==> src/rtl/adder_4bit.sv <==
// adder_4bit: registered enable-gated adder built from a full-adder carry chain, with selectable unsigned/signed overflow
module adder_4bit #(
  parameter int WIDTH = 4,
  parameter bit SIGNED_OVF = 1'b0
) (
  input  logic             Clk,
  input  logic             Reset,
  input  logic [WIDTH-1:0] A,
  input  logic [WIDTH-1:0] B,
  input  logic             En,
  output logic [WIDTH-1:0] Sum,
  output logic             Overflow
);
  logic [WIDTH:0] c;
  logic [WIDTH-1:0] s;
  logic ovf;
  assign c[0] = 1'b0;
  for (genvar i = 0; i < WIDTH; i++) begin : g_fa
    assign s[i]   = A[i] ^ B[i] ^ c[i];
    assign c[i+1] = (A[i] & B[i]) | (c[i] & (A[i] ^ B[i]));
  end
  assign ovf = SIGNED_OVF ? (c[WIDTH] ^ c[WIDTH-1]) : c[WIDTH];
  always_ff @(posedge Clk) begin
    if (Reset) begin
      Sum      <= '0;
      Overflow <= 1'b0;
    end else if (En) begin
      Sum      <= s;
      Overflow <= ovf;
    end
  end
endmodule

==> config.mk <==
export PLATFORM = sky130hd
export DESIGN_NAME = adder_4bit
export DESIGN_NICKNAME = d
export VERILOG_FILES = /design/src/rtl/adder_4bit.sv
export SDC_FILE = /design/constraint.sdc
export NUM_CORES = 1
export LEC_CHECK = 0
export CORE_AREA = 2 2 39 41
export DETAILED_ROUTE_END_ITERATION = 6
export DIE_AREA = 0 0 41 43
export SYNTH_ARGS = -nofsm -noshare
export SYNTH_HDL_FRONTEND = slang
export SYNTH_SLANG_ARGS = --single-unit
==> constraint.sdc <==
create_clock -name Clk -period 2.8 [get_ports Clk]
set_input_delay 0.42 -clock Clk [delete_from_list [all_inputs] [get_ports Clk]]
set_output_delay 0.42 -clock Clk [all_outputs]
set_load 0.005 [all_outputs]
---- Yosys cells after proc, flatten, opt, wreduce, memory -nomap -nowiden ----
Index checks and enable logic that the tools add are counted.
storage, ports and cells
  register bits after elaboration ......... 5
  bits of input ports ..................... 11
  output and inout bits ................... 5
  logic and storage cells ................. 19
cells by class
  bitwise gates (word level) .............. 17
operator list
  kind              count
  AND 1 bit         7
  XOR 1 bit         7
  bitwise OR 1 bit  3

---- Logic depth before layout (Yosys ltp) ----
  depth after elaboration ................. 7
  gate-level depth with buffers ........... 8
  mapped depth without buffers ............ 8

---- Worst setup path after synthesis ----
OpenSTA, ideal clock, no wires.
  kind .................................... in2reg
  start point ............................. input A[0]
  end point ............................... register Sum[3]
  setup time .............................. 0.079 ns
  arrival ................................. 1.853 ns
  setup slack ............................. 0.868 ns
  cell stages on the path ................. 8
  cell sequence ........................... ha_1 inv_1 fa_1 inv_1 fa_1 inv_1 fa_1 a211oi_2
between the ends
  cells in the longest elaborated chain, start to end .. 6
RTL lines
  item                    RTL line  source
  start: declaration      8         input logic [WIDTH-1:0] A,
  AND 1 bit (2 in a row)  20        assign c[i+1] = (A[i] & B[i]) | (c[i] & (A[i] ^ B[i]));
  bitwise OR 1 bit        20
  AND 1 bit               20
  bitwise OR 1 bit        20
  XOR 1 bit               19        assign s[i] = A[i] ^ B[i] ^ c[i];
  end signal: assignment  28        Sum <= s;
  end: declaration        11        output logic [WIDTH-1:0] Sum,
Every way passes these cells.
A chain may end at the register's enable or synchronous reset.

---- Final worst setup path ----
Same ends and word-level chain as after synthesis.

==> results.py <==
metrics = {
    "layout": {
        "nets": 61,
        "num_antenna_cells": 0,
        "drive_above_1_share_pct": 13.3,
        "area_delta_synth_final_pct": 64.6,
        "fillers": 159,
    },
    "synth": {
        "synth_commonest_cells": "7 x inv_1, 5 x dfxtp_1, 5 x nor2_1, 3 x a211oi_2, 3 x fa_1",
        "netlist_instances": 27,
        "yosys.cell_types.count": 8,
        "synth_edf_count": 0,
        "synthTopCellsByArea": "dfxtp_1 35%, fa_1 21%, a211oi_2 13%, inv_1 9.2%, mux2i_1 7.0%",
        "syn-num-nets": 42,
        "synthArstFlopShare_pct": 0,
        "avgSynthCellArea_um2": 10.6,
        "yosysSeqAreaShare_pct": 34.9,
        "synth_seq_cells": 5,
        "ys.warnings.count": 0,
        "yosysTopAreaCellShare_pct": 34.9,
        "yosysMostFrequentCell": "inv_1",
        "ys.flop_type": "dfxtp_1",
        "synth_area_um2": 287,
        "yosysTopAreaCell": "dfxtp_1",
    },
    "floorplan": {
        "die-area_mm2": 0.00176,
        "start_util_pct": 20.7,
        "die_height_um": 43,
        "die_w_um": 41,
        "rows": 14,
        "placeableCoreArea_mm2": 0.00138,
        "io_pins": 16,
    },
    "sta": {
        "timing.hold.ws_ps": 488,
        "max_slew_margin_pct": 74.1,
        "rsz0062_at_grt": "false",
        "tns_ps": 0,
        "final_max_slew_viol_count": 0,
        "finClkSkew_ps": 0,
        "worst_pin_slew_ps": 387,
        "finalHoldViolCount": 0,
        "final-setup-viol-count": 0,
        "finalCriticalPeriod_ps": 2170,
        "fmax_mhz": 461,
        "period_share_pct": 77.5,
    },
    "clocking": {
        "cts_buffer_depth": 2,
        "tritoncts": "built",
        "cts_root_buf": "clkbuf_4",
        "cts.sinks": 5,
        "post_cts_resized": 0,
        "clk_latency_ps": 240,
        "cts_post_setup_buffers_inserted": 0,
        "htreeDepth": 1,
        "holdBufCountCts": 0,
        "cts_made_buffers": 3,
        "clkTransAtPathRegs_ps": 40,
    },
    "global_routing": {
        "grt-ovfl-total": 0,
        "grt_pass1_wl_um": 876,
        "grt_pass1_vias": 225,
        "grt_max_degree": 9,
        "grt_usage_pct": 7.68,
        "antenna_found_initial": 0,
    },
    "worst_setup_path": {
        "ff2ff_path_depth": 2,
        "criticalPathCategory": "primary input to register",
        "worst_ep_required_time_ps": 2960,
        "r2r-end": "Overflow",
        "crit_arrival_ps": 2330,
        "crit_chain": "clkdlybuf4s50_1 -> ha_1 -> inv_1 -> fa_1 -> inv_1 -> fa_1 -> inv_1 -> fa_1 -> a211oi_2",
        "start_kind": "primary input",
        "cpPeakStageDelay_ps": 460,
        "reg2reg_from": "Overflow",
        "crit_start": "A[0]",
        "cp_slowest_cell": "clkdlybuf4s50_1",
        "worstSetupPathDepth": 9,
        "critPathCapture": "Sum[3]",
        "worst-path-max-fanout": 1,
        "crit_family": "adder cells",
        "worstSetupEndpointType": "register",
        "crit_buf_inv": 4,
        "ff2ff_setup_slack_ps": 2200,
    },
    "min_path": {
        "hp-class": "register to register",
    },
    "route": {
        "drt-total-wl_um": 511,
        "wl_per_cell_um": 8.38,
        "postRouteAntennaNets": 0,
        "dr.pass1.iters": 2,
        "via_count": 235,
        "drc": 0,
        "drt_iter0_markers": 5,
        "vias_per_cell": 3.85,
    },
    "placed_design": {
        "portBuffers": 15,
        "dpl.hpwl_um": 417,
        "gp_congestion": 0.654,
    },
    "status": {
        "status": "finished clean",
    },
    "power_and_ir_drop": {
        "ir_drop_v": 0.000247,
        "p_per_area_mw_per_mm2": 461,
        "leakagePower_nw": 0.205,
    },
    "job": {
        "drv_cap": 0,
    },
}
## worst min-delay path by stage
stage / end / slack [ps] / cells after the start / from
after floorplan: Sum[0] / 480 / 2 / Sum[0]
after global placement: Sum[2] / 490 / 2 / Sum[2]
after detailed placement: Sum[0] / 490 / 2 / Sum[0]
after CTS: Sum[0] / 500 / 2 / Sum[0]
after global routing: Sum[3] / 520 / 2 / Sum[3]
final: Sum[0] / 490 / 2 / Sum[0]
## through the flow
step	utilization (%)	setup slack, ps	std cells	cell area, um^2	power, mW
final	34.1	631	61	472	0.217
after global routing	34.1	513	61	472	0.233
after CTS	34.1	619	61	472	0.222
after detailed placement	32.2	360	57	445	0.137
after global placement	32.2	382	57	445	0.136
after floorplan	-	868	27	287	0.106
## worst min-delay path, cell delays in order (launching register included)
cell and delay [ps]:
dfxtp_1 310, mux2i_1 60, nor2_1 80
## cell type report
type                    instances  area [um^2]  share of cell area [%]
clock buffers                   4         26.3                    5.57
inverters                       7         26.3                    5.57
multi-input cells              14          149                    31.6
flip-flops and latches          5          100                    21.2
well taps                      16         20.0                    4.24
repair buffers                 15          150                    31.8
## power breakdown
group          leakage [nW]  switching, mW  total [mW]  internal, mW
clock network        0.0150         0.0287      0.0825        0.0538
registers            0.0415        0.00275      0.0807        0.0780
logic                 0.149         0.0199      0.0541        0.0342
total                 0.205         0.0513       0.217         0.166
## flip-flops by register name (all words and copies together) (netlist names)
| name | cells |
|---|---|
| Overflow | 1 |
| Sum | 4 |
## layout by cell type (no fill, tap or decap)
cell,netlist,final
clkbuf_1,0,1
mux2i_1,2,2
nor2_1,5,5
clkdlybuf4s50_1,0,15
clkbuf_4,0,3
dfxtp_1,5,5
inv_1,7,7
ha_1,1,1
fa_1,3,3
a211oi_2,3,3
## cells by family (layout without fill, tap and decap cells)
family,count (synthesis),after routing,share of synthesized area (%)
compound gates,3,3,13.1
fa+ha+maj,4,4,25.3
buf+inv,8,26,13.1
flops,5,5,34.9
mux,2,2,6.99
simple gates,5,5,6.55
## per-layer routing
layer	track usage [%]	vias up	routed length, um
met3	7.85	0	48
met2	10.9	8	274
li1	-	117	-
met5	0	-	0
met1	8.55	110	188
met4	0	0	0
No activity file was read; power rests on OpenSTA's default activity.
